## src/rtl/lcd_show_char_if.sv

```systemverilog
// ---------------------------------------------------------------------------
// lcd_show_char_if
// Groups the two buses the character renderer talks over:
//   - SPI byte-writer port: spi_wr_req / spi_wr_data (out), spi_wr_ack (in)
//   - font ROM port:        rom_addr / rom_sel (out), rom_data (in, 1-cycle latency)
//   - state_dbg:            current renderer FSM state for checkers
//                           (IDLE=0, SET_WIN=1, FETCH=2, WAIT_ROM=3,
//                            PIX_HI=4, PIX_LO=5, DONE=6)
//
// Byte-write handshake: the master raises spi_wr_req in the same cycle that
// spi_wr_data becomes valid and holds both stable until it samples
// spi_wr_ack=1 at a clock edge. spi_wr_req is low in the following cycle,
// and the next request rises no earlier than the cycle after that drop.
// spi_wr_ack is a single-cycle pulse from the writer.
//
// master: the renderer (lcd_show_char). slave: the SPI writer / font ROM side.
// ---------------------------------------------------------------------------
interface lcd_show_char_if;
   logic        spi_wr_req;
   logic [8:0]  spi_wr_data;
   logic        spi_wr_ack;
   logic [10:0] rom_addr;
   logic        rom_sel;
   logic [7:0]  rom_data;
   logic [2:0]  state_dbg;

   modport master (
      output spi_wr_req,
      output spi_wr_data,
      input  spi_wr_ack,
      output rom_addr,
      output rom_sel,
      input  rom_data,
      output state_dbg
   );

   modport slave (
      input  spi_wr_req,
      input  spi_wr_data,
      output spi_wr_ack,
      input  rom_addr,
      input  rom_sel,
      output rom_data,
      input  state_dbg
   );
endinterface

```

## src/rtl/lcd_show_char.sv

```systemverilog
// ---------------------------------------------------------------------------
// lcd_show_char
// Draws one font character on an RGB565 LCD through an SPI byte writer.
// On a one-cycle show_char_flag in IDLE it latches the character, position,
// font size and colours, programs the panel window (CASET 0x2A, RASET 0x2B,
// RAMWR 0x2C) and then streams W*H pixels, two data bytes per pixel, reading
// one font row per text row from an external ROM.
//
// Ports:
//   sys_clk, sys_rst_n     single clock, synchronous active-low reset
//   show_char_flag         one-cycle draw request (ignored while busy)
//   ascii_num              font index (ASCII-32), values >94 draw a space
//   start_x, start_y       top-left pixel of the character
//   en_size                1 = 16x8 font, 0 = 12x6 font
//   background_color       colour for 0 bits
//   front_color            colour for 1 bits
//   busy                   high from the cycle after acceptance until done
//   show_char_done         one-cycle pulse when the character is finished
//   lcd_bus (master)       SPI byte-writer and font ROM buses, FSM state
// ---------------------------------------------------------------------------
module lcd_show_char #(
   parameter int H_RES = 160,
   parameter int V_RES = 128
) (
   input  logic              sys_clk,
   input  logic              sys_rst_n,
   input  logic              show_char_flag,
   input  logic [6:0]        ascii_num,
   input  logic [8:0]        start_x,
   input  logic [8:0]        start_y,
   input  logic              en_size,
   input  logic [15:0]       background_color,
   input  logic [15:0]       front_color,
   output logic              busy,
   output logic              show_char_done,
   lcd_show_char_if.master   lcd_bus
);

   localparam logic [8:0] H_LIM = 9'(H_RES);
   localparam logic [8:0] V_LIM = 9'(V_RES);

   typedef enum logic [2:0] {
      IDLE     = 3'd0,
      SET_WIN  = 3'd1,
      FETCH    = 3'd2,
      WAIT_ROM = 3'd3,
      PIX_HI   = 3'd4,
      PIX_LO   = 3'd5,
      DONE     = 3'd6
   } state_t;

   state_t      state_q, state_d;

   // Latched character request
   logic [6:0]  ascii_q, ascii_d;
   logic [8:0]  xs_q, xs_d;
   logic [8:0]  ys_q, ys_d;
   logic [8:0]  xe_q, xe_d;
   logic [8:0]  ye_q, ye_d;
   logic        en_q, en_d;
   logic [15:0] bg_q, bg_d;
   logic [15:0] fg_q, fg_d;
   logic        oob_q, oob_d;

   // Progress counters and the current font row
   logic [3:0]  win_idx_q, win_idx_d;
   logic [3:0]  row_q, row_d;
   logic [2:0]  col_q, col_d;
   logic [7:0]  row_sr_q, row_sr_d;

   // Byte-writer request registers
   logic        req_q, req_d;
   logic [8:0]  data_q, data_d;

   logic        acked;
   logic        send_en;
   logic [2:0]  last_col;
   logic [3:0]  last_row;
   logic [15:0] pix_color;
   logic [8:0]  win_byte;
   logic [8:0]  cur_byte;
   logic [10:0] rom_base;

   // Geometry of the latched font
   assign last_col = en_q ? 3'd7  : 3'd5;
   assign last_row = en_q ? 4'd15 : 4'd11;

   // The row register is shifted left after each pixel, so bit 7 is always
   // the pixel being sent.
   assign pix_color = row_sr_q[7] ? fg_q : bg_q;

   // ascii*16 for the large font, ascii*12 = ascii*8 + ascii*4 for the small one
   assign rom_base = en_q ? {ascii_q, 4'b0000}
                          : ({1'b0, ascii_q, 3'b000} + {2'b00, ascii_q, 2'b00});

   assign acked = req_q & lcd_bus.spi_wr_ack;

   // An out-of-range start sits in SET_WIN for one cycle without sending.
   assign send_en = ((state_q == SET_WIN) && !oob_q) ||
                    (state_q == PIX_HI) || (state_q == PIX_LO);

   // Window programming sequence: bit 8 is D/C (0 = command, 1 = data)
   always_comb begin
      win_byte = 9'h000;
      case (win_idx_q)
         4'd0:    win_byte = {1'b0, 8'h2A};
         4'd1:    win_byte = {1'b1, 7'd0, xs_q[8]};
         4'd2:    win_byte = {1'b1, xs_q[7:0]};
         4'd3:    win_byte = {1'b1, 7'd0, xe_q[8]};
         4'd4:    win_byte = {1'b1, xe_q[7:0]};
         4'd5:    win_byte = {1'b0, 8'h2B};
         4'd6:    win_byte = {1'b1, 7'd0, ys_q[8]};
         4'd7:    win_byte = {1'b1, ys_q[7:0]};
         4'd8:    win_byte = {1'b1, 7'd0, ye_q[8]};
         4'd9:    win_byte = {1'b1, ye_q[7:0]};
         4'd10:   win_byte = {1'b0, 8'h2C};
         default: win_byte = 9'h000;
      endcase
   end

   always_comb begin
      cur_byte = 9'h000;
      case (state_q)
         SET_WIN: cur_byte = win_byte;
         PIX_HI:  cur_byte = {1'b1, pix_color[15:8]};
         PIX_LO:  cur_byte = {1'b1, pix_color[7:0]};
         default: cur_byte = 9'h000;
      endcase
   end

   // Next-state and datapath
   always_comb begin
      state_d   = state_q;
      ascii_d   = ascii_q;
      xs_d      = xs_q;
      ys_d      = ys_q;
      xe_d      = xe_q;
      ye_d      = ye_q;
      en_d      = en_q;
      bg_d      = bg_q;
      fg_d      = fg_q;
      oob_d     = oob_q;
      win_idx_d = win_idx_q;
      row_d     = row_q;
      col_d     = col_q;
      row_sr_d  = row_sr_q;
      req_d     = req_q;
      data_d    = data_q;

      // Request generation. A request only rises while req_q is low, which
      // leaves the required idle cycle after every acknowledged byte.
      if (acked) begin
         req_d = 1'b0;
      end else if (!req_q && send_en) begin
         req_d  = 1'b1;
         data_d = cur_byte;
      end

      case (state_q)
         IDLE: begin
            if (show_char_flag) begin
               ascii_d   = (ascii_num > 7'd94) ? 7'd0 : ascii_num;
               xs_d      = start_x;
               ys_d      = start_y;
               // 9-bit sums: the window end may run past the panel unclipped
               xe_d      = start_x + (en_size ? 9'd7  : 9'd5);
               ye_d      = start_y + (en_size ? 9'd15 : 9'd11);
               en_d      = en_size;
               bg_d      = background_color;
               fg_d      = front_color;
               oob_d     = (start_x >= H_LIM) || (start_y >= V_LIM);
               win_idx_d = 4'd0;
               row_d     = 4'd0;
               col_d     = 3'd0;
               state_d   = SET_WIN;
            end
         end

         SET_WIN: begin
            if (oob_q) begin
               state_d = DONE;
            end else if (acked) begin
               if (win_idx_q == 4'd10) begin
                  row_d   = 4'd0;
                  state_d = FETCH;
               end else begin
                  win_idx_d = win_idx_q + 4'd1;
               end
            end
         end

         // rom_addr is valid here; the ROM answers one cycle later
         FETCH: begin
            state_d = WAIT_ROM;
         end

         WAIT_ROM: begin
            row_sr_d = lcd_bus.rom_data;
            col_d    = 3'd0;
            state_d  = PIX_HI;
         end

         PIX_HI: begin
            if (acked) begin
               state_d = PIX_LO;
            end
         end

         PIX_LO: begin
            if (acked) begin
               if (col_q == last_col) begin
                  if (row_q == last_row) begin
                     state_d = DONE;
                  end else begin
                     row_d   = row_q + 4'd1;
                     state_d = FETCH;
                  end
               end else begin
                  col_d    = col_q + 3'd1;
                  row_sr_d = {row_sr_q[6:0], 1'b0};
                  state_d  = PIX_HI;
               end
            end
         end

         DONE: begin
            state_d = IDLE;
         end

         default: begin
            state_d = IDLE;
         end
      endcase
   end

   always_ff @(posedge sys_clk) begin
      if (!sys_rst_n) begin
         state_q   <= IDLE;
         ascii_q   <= 7'd0;
         xs_q      <= 9'd0;
         ys_q      <= 9'd0;
         xe_q      <= 9'd0;
         ye_q      <= 9'd0;
         en_q      <= 1'b0;
         bg_q      <= 16'h0000;
         fg_q      <= 16'h0000;
         oob_q     <= 1'b0;
         win_idx_q <= 4'd0;
         row_q     <= 4'd0;
         col_q     <= 3'd0;
         row_sr_q  <= 8'h00;
         req_q     <= 1'b0;
         data_q    <= 9'h000;
      end else begin
         state_q   <= state_d;
         ascii_q   <= ascii_d;
         xs_q      <= xs_d;
         ys_q      <= ys_d;
         xe_q      <= xe_d;
         ye_q      <= ye_d;
         en_q      <= en_d;
         bg_q      <= bg_d;
         fg_q      <= fg_d;
         oob_q     <= oob_d;
         win_idx_q <= win_idx_d;
         row_q     <= row_d;
         col_q     <= col_d;
         row_sr_q  <= row_sr_d;
         req_q     <= req_d;
         data_q    <= data_d;
      end
   end

   // DONE lasts exactly one cycle, so the done pulse and the busy drop
   // coincide, and IDLE follows immediately.
   assign busy           = (state_q != IDLE) && (state_q != DONE);
   assign show_char_done = (state_q == DONE);

   assign lcd_bus.spi_wr_req  = req_q;
   assign lcd_bus.spi_wr_data = data_q;
   assign lcd_bus.rom_addr    = rom_base + {7'd0, row_q};
   assign lcd_bus.rom_sel     = en_q;
   assign lcd_bus.state_dbg   = state_q;

endmodule

```

## src/flat_wrapper.sv

```systemverilog
// flat-port wrapper written by rule: the top's interface ports become plain ports
module lcd_show_char_flat 
#(
   parameter int H_RES = 160,
   parameter int V_RES = 128
)
  (sys_clk, sys_rst_n, show_char_flag, ascii_num, start_x, start_y, en_size, background_color, front_color, busy, show_char_done, lcd_bus_spi_wr_req, lcd_bus_spi_wr_data, lcd_bus_spi_wr_ack, lcd_bus_rom_addr, lcd_bus_rom_sel, lcd_bus_rom_data, lcd_bus_state_dbg);
  lcd_show_char_if lcd_bus_i ();
  input  logic sys_clk;
  input  logic sys_rst_n;
  input  logic show_char_flag;
  input  logic [6:0] ascii_num;
  input  logic [8:0] start_x;
  input  logic [8:0] start_y;
  input  logic en_size;
  input  logic [15:0] background_color;
  input  logic [15:0] front_color;
  output logic busy;
  output logic show_char_done;
  output wire logic [$bits(lcd_bus_i.spi_wr_req)-1:0] lcd_bus_spi_wr_req;
  output wire logic [$bits(lcd_bus_i.spi_wr_data)-1:0] lcd_bus_spi_wr_data;
  input wire logic [$bits(lcd_bus_i.spi_wr_ack)-1:0] lcd_bus_spi_wr_ack;
  output wire logic [$bits(lcd_bus_i.rom_addr)-1:0] lcd_bus_rom_addr;
  output wire logic [$bits(lcd_bus_i.rom_sel)-1:0] lcd_bus_rom_sel;
  input wire logic [$bits(lcd_bus_i.rom_data)-1:0] lcd_bus_rom_data;
  output wire logic [$bits(lcd_bus_i.state_dbg)-1:0] lcd_bus_state_dbg;
  assign lcd_bus_spi_wr_req = lcd_bus_i.spi_wr_req;
  assign lcd_bus_spi_wr_data = lcd_bus_i.spi_wr_data;
  assign lcd_bus_i.spi_wr_ack = lcd_bus_spi_wr_ack;
  assign lcd_bus_rom_addr = lcd_bus_i.rom_addr;
  assign lcd_bus_rom_sel = lcd_bus_i.rom_sel;
  assign lcd_bus_i.rom_data = lcd_bus_rom_data;
  assign lcd_bus_state_dbg = lcd_bus_i.state_dbg;
  lcd_show_char #(.H_RES(H_RES), .V_RES(V_RES)) u_core (.sys_clk(sys_clk), .sys_rst_n(sys_rst_n), .show_char_flag(show_char_flag), .ascii_num(ascii_num), .start_x(start_x), .start_y(start_y), .en_size(en_size), .background_color(background_color), .front_color(front_color), .busy(busy), .show_char_done(show_char_done), .lcd_bus(lcd_bus_i));
endmodule
```

## config.mk

```make
export PLATFORM = sky130hd
export DESIGN_NAME = lcd_show_char_flat
export DESIGN_NICKNAME = d
export VERILOG_FILES = /design/src/rtl/lcd_show_char_if.sv /design/src/rtl/lcd_show_char.sv /design/src/flat_wrapper.sv
export SDC_FILE = /design/constraint.sdc
export NUM_CORES = 1
export LEC_CHECK = 0
export BUFFER_PORTS_ARGS = -buffer_cell sky130_fd_sc_hd__clkbuf_2
export CORE_ASPECT_RATIO = 0.7
export CORE_MARGIN = 2
export CORE_UTILIZATION = 55
export DETAILED_ROUTE_END_ITERATION = 12
export PLACE_DENSITY = 0.8
export SLEW_MARGIN = 5
export SYNTH_ARGS = -nofsm -noshare
export SYNTH_HDL_FRONTEND = slang
export SYNTH_SLANG_ARGS = --single-unit
```

## constraint.sdc

```tcl
create_clock -name sys_clk -period 3.1 [get_ports sys_clk]
set_input_delay 0.31 -clock sys_clk [delete_from_list [all_inputs] [get_ports sys_clk]]
set_output_delay 0.31 -clock sys_clk [all_outputs]
set_load 0.05 [all_outputs]
```

Yosys cells after proc, flatten, opt, wreduce, memory -nomap -nowiden. Cells that the tools add are included.

Input port bits: 70. Register bits after elaboration: 109. Word-level logic and storage cells: 120.

Order comparisons: 3. Eq/ne operators: 31. $add $sub $neg: 7. Reduce and logical (&&, ||, !) cells: 23. Muxes and demuxes: 37. Bitwise gates (word level): 3.

Operator list (count): one-hot mux 9 bit (11 select lines) (1); two-way mux 4 bit (10); two-way mux 3 bit (13); one-hot mux 9 bit (3 select lines) (1); adder 9 bit (2); greater-or-equal comparator 9 x 8 -> 1 bit (second input constant) (2); one-hot mux 3 bit (6 select lines) (1); == test 4 x 3 -> 1 bit (second input constant) (4); two-way mux 16 bit (1); two-way mux 8 bit (2); one-hot mux 8 bit (2 select lines) (1); inequality test 2 bit (second input constant) (7); == test 4 bit (second input constant) (3); one-hot mux 4 bit (3 select lines) (1); adder 10 x 9 -> 11 bit (1); adder 11 x 4 -> 11 bit (1); two-way mux 11 bit (1); AND reduction 5 bit (2); == test 3 bit (second input constant) (3); one-hot mux 3 bit (3 select lines) (1); nonzero test 3 bit (3); adder 4 x 1 -> 4 bit (second input constant) (2); == test 4 x 2 -> 1 bit (second input constant) (2); one-hot mux 4 bit (2 select lines) (1); other kinds (26) (38).

Depth between registers and ports, before layout. Gate-level depths: netlist of the first run.

Depth in word-level cells: 6. Mapped depth: 10. Gate-level depth less buffers: 9.

Worst setup path before layout of the first run. No wires, ideal clock.

Path kind: register -> output. From: reg u_core.en_q, in the netlist u_core.lcd_bus.rom_sel. To: out lcd_bus_rom_addr[10]. Required time: 2.790 ns. Arrival: 3.016 ns. Path buffers: 2. Stages on the path, launching flop included: 11. Path slack: -0.226 ns. Cells stage by stage: dfxtp_1 buf_6 clkbuf_1 nor2b_1 ha_1 inv_1 fa_1 nor3_1 nand3_2 nor3_2 xor2_1.

Cells in the longest elaborated chain, start to end: 2.

Ends and longest elaborated chain: start, declared (RTL line lcd_show_char.sv:60) `logic en_q, en_d;`; start signal, assigned (RTL line lcd_show_char.sv:261) `en_q <= en_d;`; two-way mux 11 bit (RTL line lcd_show_char.sv:93) `assign rom_base = en_q ? {ascii_q, 4'b0000}`; adder 11 x 4 -> 11 bit (RTL line lcd_show_char.sv:281) `assign lcd_bus.rom_addr = rom_base + {7'd0, row_q};`; end, declared (RTL line flat_wrapper.sv:23) `output wire logic [$bits(lcd_bus_i.rom_addr)-1:0] lcd_bus_rom_addr;`.

Every way passes these cells.

Worst setup path in the final report of the first run.
From: reg u_core.ascii_q[1]. To: out lcd_bus_rom_addr[9].

Cells in the longest elaborated chain, start to end: 3.

Ends and longest elaborated chain: start, declared (RTL line lcd_show_char.sv:55) `logic [6:0] ascii_q, ascii_d;`; start signal, assigned (RTL line lcd_show_char.sv:256) `ascii_q <= ascii_d;`; adder 10 x 9 -> 11 bit (RTL line lcd_show_char.sv:94) `: ({1'b0, ascii_q, 3'b000} + {2'b00, ascii_q, 2'b00});`; two-way mux 11 bit (*) (RTL line lcd_show_char.sv:93); adder 11 x 4 -> 11 bit (*) (RTL line lcd_show_char.sv:281).

Every way passes the cells marked *; elsewhere a longest branch is shown, timed or not.

==> results of run 1 <==
-- repair_timing --
action / in CTS / in global routing
setup buffers: 0 / 3
endpoints found under the setup margin: 2 / 3
resized for setup: 10 / 11
pin swaps: 1 / 6
-- per-stage QoR --
step | hold WS (ns) | setup slack (ns) | TNS [ns] | cells
after CTS | 0.163 | 0.00244 | 0 | 938
after global placement | 0.442 | 0.226 | 0 | 922
after global routing | 0.161 | -0.0472 | -0.0903 | 941
after floorplan | 0.432 | -0.0390 | -0.0390 | 734
final | 0.165 | 0.0662 | 0 | 941
after detailed placement | 0.447 | 0.153 | 0 | 922
-- sequential cells by signal (all words and copies together) (netlist names), 3 cells and up --
register,cells
u_core.ascii_q,7
u_core.bg_q,16
u_core.col_q,3
u_core.fg_q,16
u_core.lcd_bus.spi_wr_data,9
u_core.lcd_bus.state_dbg,3
u_core.row_q,4
u_core.row_sr_q,8
u_core.win_idx_q,4
u_core.xe_q,9
u_core.xs_q,9
u_core.ye_q,9
u_core.ys_q,9
-- routing by layer --
layer	GRT usage, %	wire, µm	vias up
met5	0	0	-
met4	6.87	261	0
met3	7.56	1370	32
met2	42.2	7110	254
met1	39.3	7300	2628
li1	-	-	2713
-- cell type report --
class / instances / area share, %
clock buffers: 10 / 3.54
multi-input cells: 556 / 50.2
flip-flops and latches: 109 / 32.5
repair buffers: 111 / 9.28
well taps: 132 / 2.45
clock inverters: 6 / 1.15
inverters: 17 / 0.947
-- power by group through the flow --
stage	Combinational, mW	Sequential [mW]	Clock (mW)
2_1_floorplan	1.56	2.13	0
3_3_place_gp	2.19	1.99	0
3_5_place_dp	2.26	2.01	0
4_1_cts	2.30	1.98	1.23
5_1_grt	2.54	2.02	1.28
6_report	2.34	1.99	1.22
-- cells in the final DEF (no fill, tap or decap), types with 9 or more instances in the layout --
cell type / Yosys / final
o22ai_1: 14 / 14
o21ai_0: 10 / 10
xor2_1: 14 / 12
ha_1: 19 / 18
a311oi_1: 11 / 11
a22oi_1: 10 / 10
a31oi_1: 10 / 10
a21oi_1: 99 / 99
nor2_1: 57 / 57
xnor2_1: 11 / 9
nand2_1: 151 / 151
clkbuf_16: 0 / 9
buf_4: 3 / 14
dfxtp_1: 109 / 106
mux2i_1: 24 / 22
o21ai_1: 11 / 11
inv_1: 14 / 14
nand3_1: 12 / 11
a211oi_1: 18 / 18
clkbuf_2: 0 / 93
-- critical path, delay by kind of cell (launching register included) --
kind	cells	cell delay (ns)
adders and majority gates	2	0.58
DFF	1	0.37
buffers and inverters	2	0.31
xor gates and xnor gates	1	0.16
AOI/OAI and AO/OA	2	0.53
and+or+nand+nor	2	0.42
-- path summary, 6_finish.rpt --
kind / startpoint / end / slack, ns / cells past startpoint
max: u_core.ascii_q[1] / lcd_bus_rom_addr[9] / 0.07 / 9
min: front_color[3] / u_core.fg_q[3] / 0.17 / 3
max reg2reg: u_core.lcd_bus.state_dbg[1] / u_core.fg_q[6] / 0.76 / 5
min reg2reg: u_core.xs_q[0] / u_core.xs_q[0] / 0.45 / 2
-- cell families (layout without fill, tap and decap cells) --
kind of cell | Yosys count | in the layout
AND/OR/NAND/NOR | 279 | 279
AO/OA/AOI/OAI | 204 | 204
flip-flops | 109 | 109
buffers and inverters | 69 | 144
XOR/XNOR | 26 | 26
multiplexers | 25 | 25
adder cells (fa/ha/maj) | 22 | 22
==> qor.yml, run 1 <==
dr.pass1.iters: 5
p_int_mw: 3.12
die_x_um: 126
syn_inst: 734
synth-edff-count: 0
synth_compound_area_share_pct: 21.6
drt_iter0_markers: 585
grt_pass1_vias: 5253
status: "completed"
post_dp_cell_area_um2: 6330
power_leakage_nw: 2.65
tritoncts: "yes"
cp-start-kind: "flop"
dr_total_vias: 5627
synth-xor-area-share_pct: 4.07
grt_antenna_before_repair: 0
finalInstanceArea_um2: 6740
grt_max_degree: 57
slew_headroom_pct: 28.4
ant_nets: 0
synth_common_cells: "151 x nand2_1, 109 x dfxtp_1, 99 x a21oi_1, 57 x nor2_1, 30 x clkbuf_1"
ys_ff_latch: 109
insertion_delay_ns: 0.35
track_usage_pct: 27.8
worst_pin_slew_ns: 1.07
clk_path_buf_depth: 2
fin_nets: 896
report.final.slew_viol_count: 0
crit_chain: "ha_4, fa_2, a21o_1, a2111oi_2, nand3b_1, buf_4, nor3b_4, xnor2_2, buf_8"
drive_above_1_share_pct: 19.5
p_sw_mw: 2.43
initial_core_util_pct: 56.2
dieArea_um2: 11300
synth_top_family_by_area: "simple AND/OR/NAND/NOR gates"
p_seq_share_pct: 35.9
detailed_place_hpwl_mm: 11.1
htreeDepth: 3
crit_slowest_cell: "fa_2"
arrival_ns: 2.72
clock_skew_ns: 0.00979
ctsHoldBuffers: 0
crit_type: "flop to primary output"
io_pins: 97
fillers: 848
syn-num-nets: 826
syn_to_final_growth_pct: 16.7
endpoint_kind: "primary output"
coreArea_um2: 10300
diodes: 0
synth.most_common_cell: "nand2_1"
root_buffer: "clkbuf_16"
grt_pass1_wl_mm: 26.0
synth_top_area_share_pct: 37.8
place.gp.congestion: 0.923
drt-total-wl_mm: 16.0
hold_viol: 0
synthArstFlopShare_pct: 0
clock_sinks: 109
synth_flop_cell: "dfxtp_1"
clk_pin_slew_worst_paths_ns: 0.08
mappedNetlistArea_um2: 5770
fin_crit_ns: 3.03
seqCellArea_um2: 2190
syn_area_per_cell_um2: 7.87
rsz0062_at_grt: "true"
vdd_ir_drop_max_mv: 0.449
hp-class: "primary input to flop"
port_buffers: 96
die_h_um: 89.7
synth_fa_ha_area_share_pct: 5.16
timing.fmax_ghz: 0.330
slowest_delay_ns: 0.41
synth-seq-area-share_pct: 37.8
synth.area.top_cells: "dfxtp_1 38%, nand2_1 9.8%, a21oi_1 8.6%"
postLayoutCoreUtil_pct: 65.6
cp_max_fo: 4
finalCritPeriodShare_pct: 97.9
pwr_density_cell_nw_per_um2: 824
sw_frac_of_total_pct: 43.7
globalRouteOverflowTotal: 0
synth_cell_types: 66
muxShareOfSynthArea_pct: 4.36
yosys.area_share.simple_pct: 22.0
finalSetupViolCount: 0
rows: 31
numCtsBuffers: 9
drc_errors: 0
power_mw: 5.55
vias_per_cell: 5.98
comb_power_share_pct: 42.1
multi_input_area_um2: 3380
maxCapViolations: 0
routedWlPerCell_um: 17.0
crit_required_ns: 2.79
synth_top_area_cell: "dfxtp_1"
yosys_warnings: 0
pwr-share-clk_pct: 22.0
(Power assumes the default switching activity.)
==> run 2: changes to the inputs <==
- CORE_ASPECT_RATIO: 0.7 -> default
==> qor.yml, run 2 (same netlist as run 1, synthesis figures left out) <==
status: "completed"
crit_type: "flop to primary output"
cp-start-kind: "flop"
insertion_delay_ns: 0.38
dr.pass1.iters: 5
diodes: 0
slew_headroom_pct: 31.7
drt_iter0_markers: 415
arrival_ns: 2.71
die_h_um: 106
crit_required_ns: 2.79
crit_chain: "buf_6, fa_2, a21o_1, a2111oi_4, nand3b_1, nand3_2, nor3_4, xor2_2, buf_8"
fillers: 898
tritoncts: "yes"
detailed_place_hpwl_mm: 10.2
grt_pass1_vias: 5074
r2r_slack_ns: 0.76
post_dp_cell_area_um2: 6320
grt_max_degree: 71
clk_pin_slew_worst_paths_ns: 0.12
drc_errors: 0
htreeDepth: 3
root_buffer: "clkbuf_8"
numCtsBuffers: 9
coreArea_um2: 10300
drive_above_1_share_pct: 18.8
track_usage_pct: 25.6
vdd_ir_drop_max_mv: 0.427
dr_total_vias: 5540
port_buffers: 96
report.final.slew_viol_count: 0
power_leakage_nw: 2.56
rows: 37
wl_met1_mm: 6.50
drt-total-wl_mm: 14.5
initial_core_util_pct: 56.2
r2r-end: "u_core.row_sr_q[7]"
grt_pass1_wl_mm: 23.7
whs_ns: 0.130
vias_per_cell: 5.89
hp-class: "primary input to flop"
hold_end: "u_core.bg_q[6]"
maxCapViolations: 0
fin_crit_ns: 3.02
finalSetupViolCount: 0
rsz0062_at_grt: "true"
place.gp.congestion: 0.982
cp_max_fo: 4
pwr_density_cell_nw_per_um2: 778
preCtsSetupSlack_ns: 0.0701
layout_common_cells: "151 x nand2_1, 107 x dfxtp_1, 99 x a21oi_1"
routed-wl-met2_mm: 6.92
worst_pin_slew_ns: 1.02
wl_met3_um: 743
syn_to_final_growth_pct: 14.7
globalRouteOverflowTotal: 0
crit_slowest_cell: "fa_2"
grt_antenna_before_repair: 0
final_common_cell: "nand2_1"
fin_nets: 891
hold_viol: 0
finalCritPeriodShare_pct: 97.5
routedWlPerCell_um: 15.5
holdPathStages: 3
reg2reg_depth: 6
slowest_delay_ns: 0.41
clock_sinks: 109
ant_nets: 0
endpoint_kind: "primary output"
timing.fmax_ghz: 0.331
dieArea_um2: 11300
path_buf_inv: 2
io_pins: 97
clk_path_buf_depth: 2
die_x_um: 106
hold_path_startpoint: "background_color[6]"
reg_top3: "u_core.bg_q (16), u_core.fg_q (16)"
final.setup.tns_ns: 0
reg2reg_from: "u_core.lcd_bus.state_dbg[2]"
fin_ws_ns: 0.0778
clock_skew_ns: 0.0184
crit_family: "simple AND/OR/NAND/NOR gates"
finalInstanceArea_um2: 6620
top_layer: "met4"
==> run 2: worst register-to-register path, stage by stage, from the launching register on <==
cell and delay, ns:
dfxtp_1 0.64, nor2b_2 0.34, nand2_2 0.32, o21ai_1 0.28, o21a_2 0.32, nor2_1 0.07, a311oi_1 0.27
==> run 2: how the worst max path moves through the flow <==
stage | startpoint | to | slack (ns) | cells past startpoint
final | u_core.ascii_q[1] | lcd_bus_rom_addr[10] | 0.08 | 9
after global routing | u_core.ascii_q[1] | lcd_bus_rom_addr[10] | -0.06 | 9
after global placement | u_core.ascii_q[1] | lcd_bus_rom_addr[10] | 0.20 | 9
after detailed placement | u_core.ascii_q[1] | lcd_bus_rom_addr[10] | 0.07 | 9
after floorplan | u_core.lcd_bus.rom_sel | lcd_bus_rom_addr[10] | -0.04 | 10
after CTS | u_core.ascii_q[1] | lcd_bus_rom_addr[10] | 0.005 | 9
==> run 2: cell type report <==
type                       count  area [µm²]  area share, %
inverter                      17        63.8          0.964
sequential                   109        2190           33.0
timing repair buffer         106         612           9.24
clock buffer                   9         124           1.87
tap                          136         170           2.57
clock inverter                 7        80.1           1.21
multi-input combinational    556        3380           51.1
==> run 2: through the flow <==
step	cells	utilization, %	power (mW)
2_1_floorplan	734	-	3.69
3_3_place_gp	921	61.5	4.17
3_5_place_dp	921	61.5	4.25
4_1_cts	939	64.0	5.12
5_1_grt	940	64.4	5.46
6_report	940	64.4	5.15
==> run 2: timing repair <==
item	in CTS	in global routing
pin swaps	6	4
hold buffers	0	0
gates resized for setup	11	10
endpoints found under the setup margin	3	3
gates cloned	0	0
setup buffers	2	1
==> run 2: report_power, final <==
part           switching [mW]  total, mW  internal [mW]  leakage (nW)
Combinational            1.53       2.28          0.756          1.57
Clock                   0.558      0.878          0.320        0.0990
Sequential              0.279       1.99           1.71         0.893
Total                    2.36       5.15           2.79          2.56
==> run 2: per-layer routing <==
layer / GRT usage (%) / vias up
met5: 0 / -
li1: - / 2696
met4: 9.55 / 0
met3: 3.74 / 30
met1: 34.8 / 2621
met2: 41.3 / 193
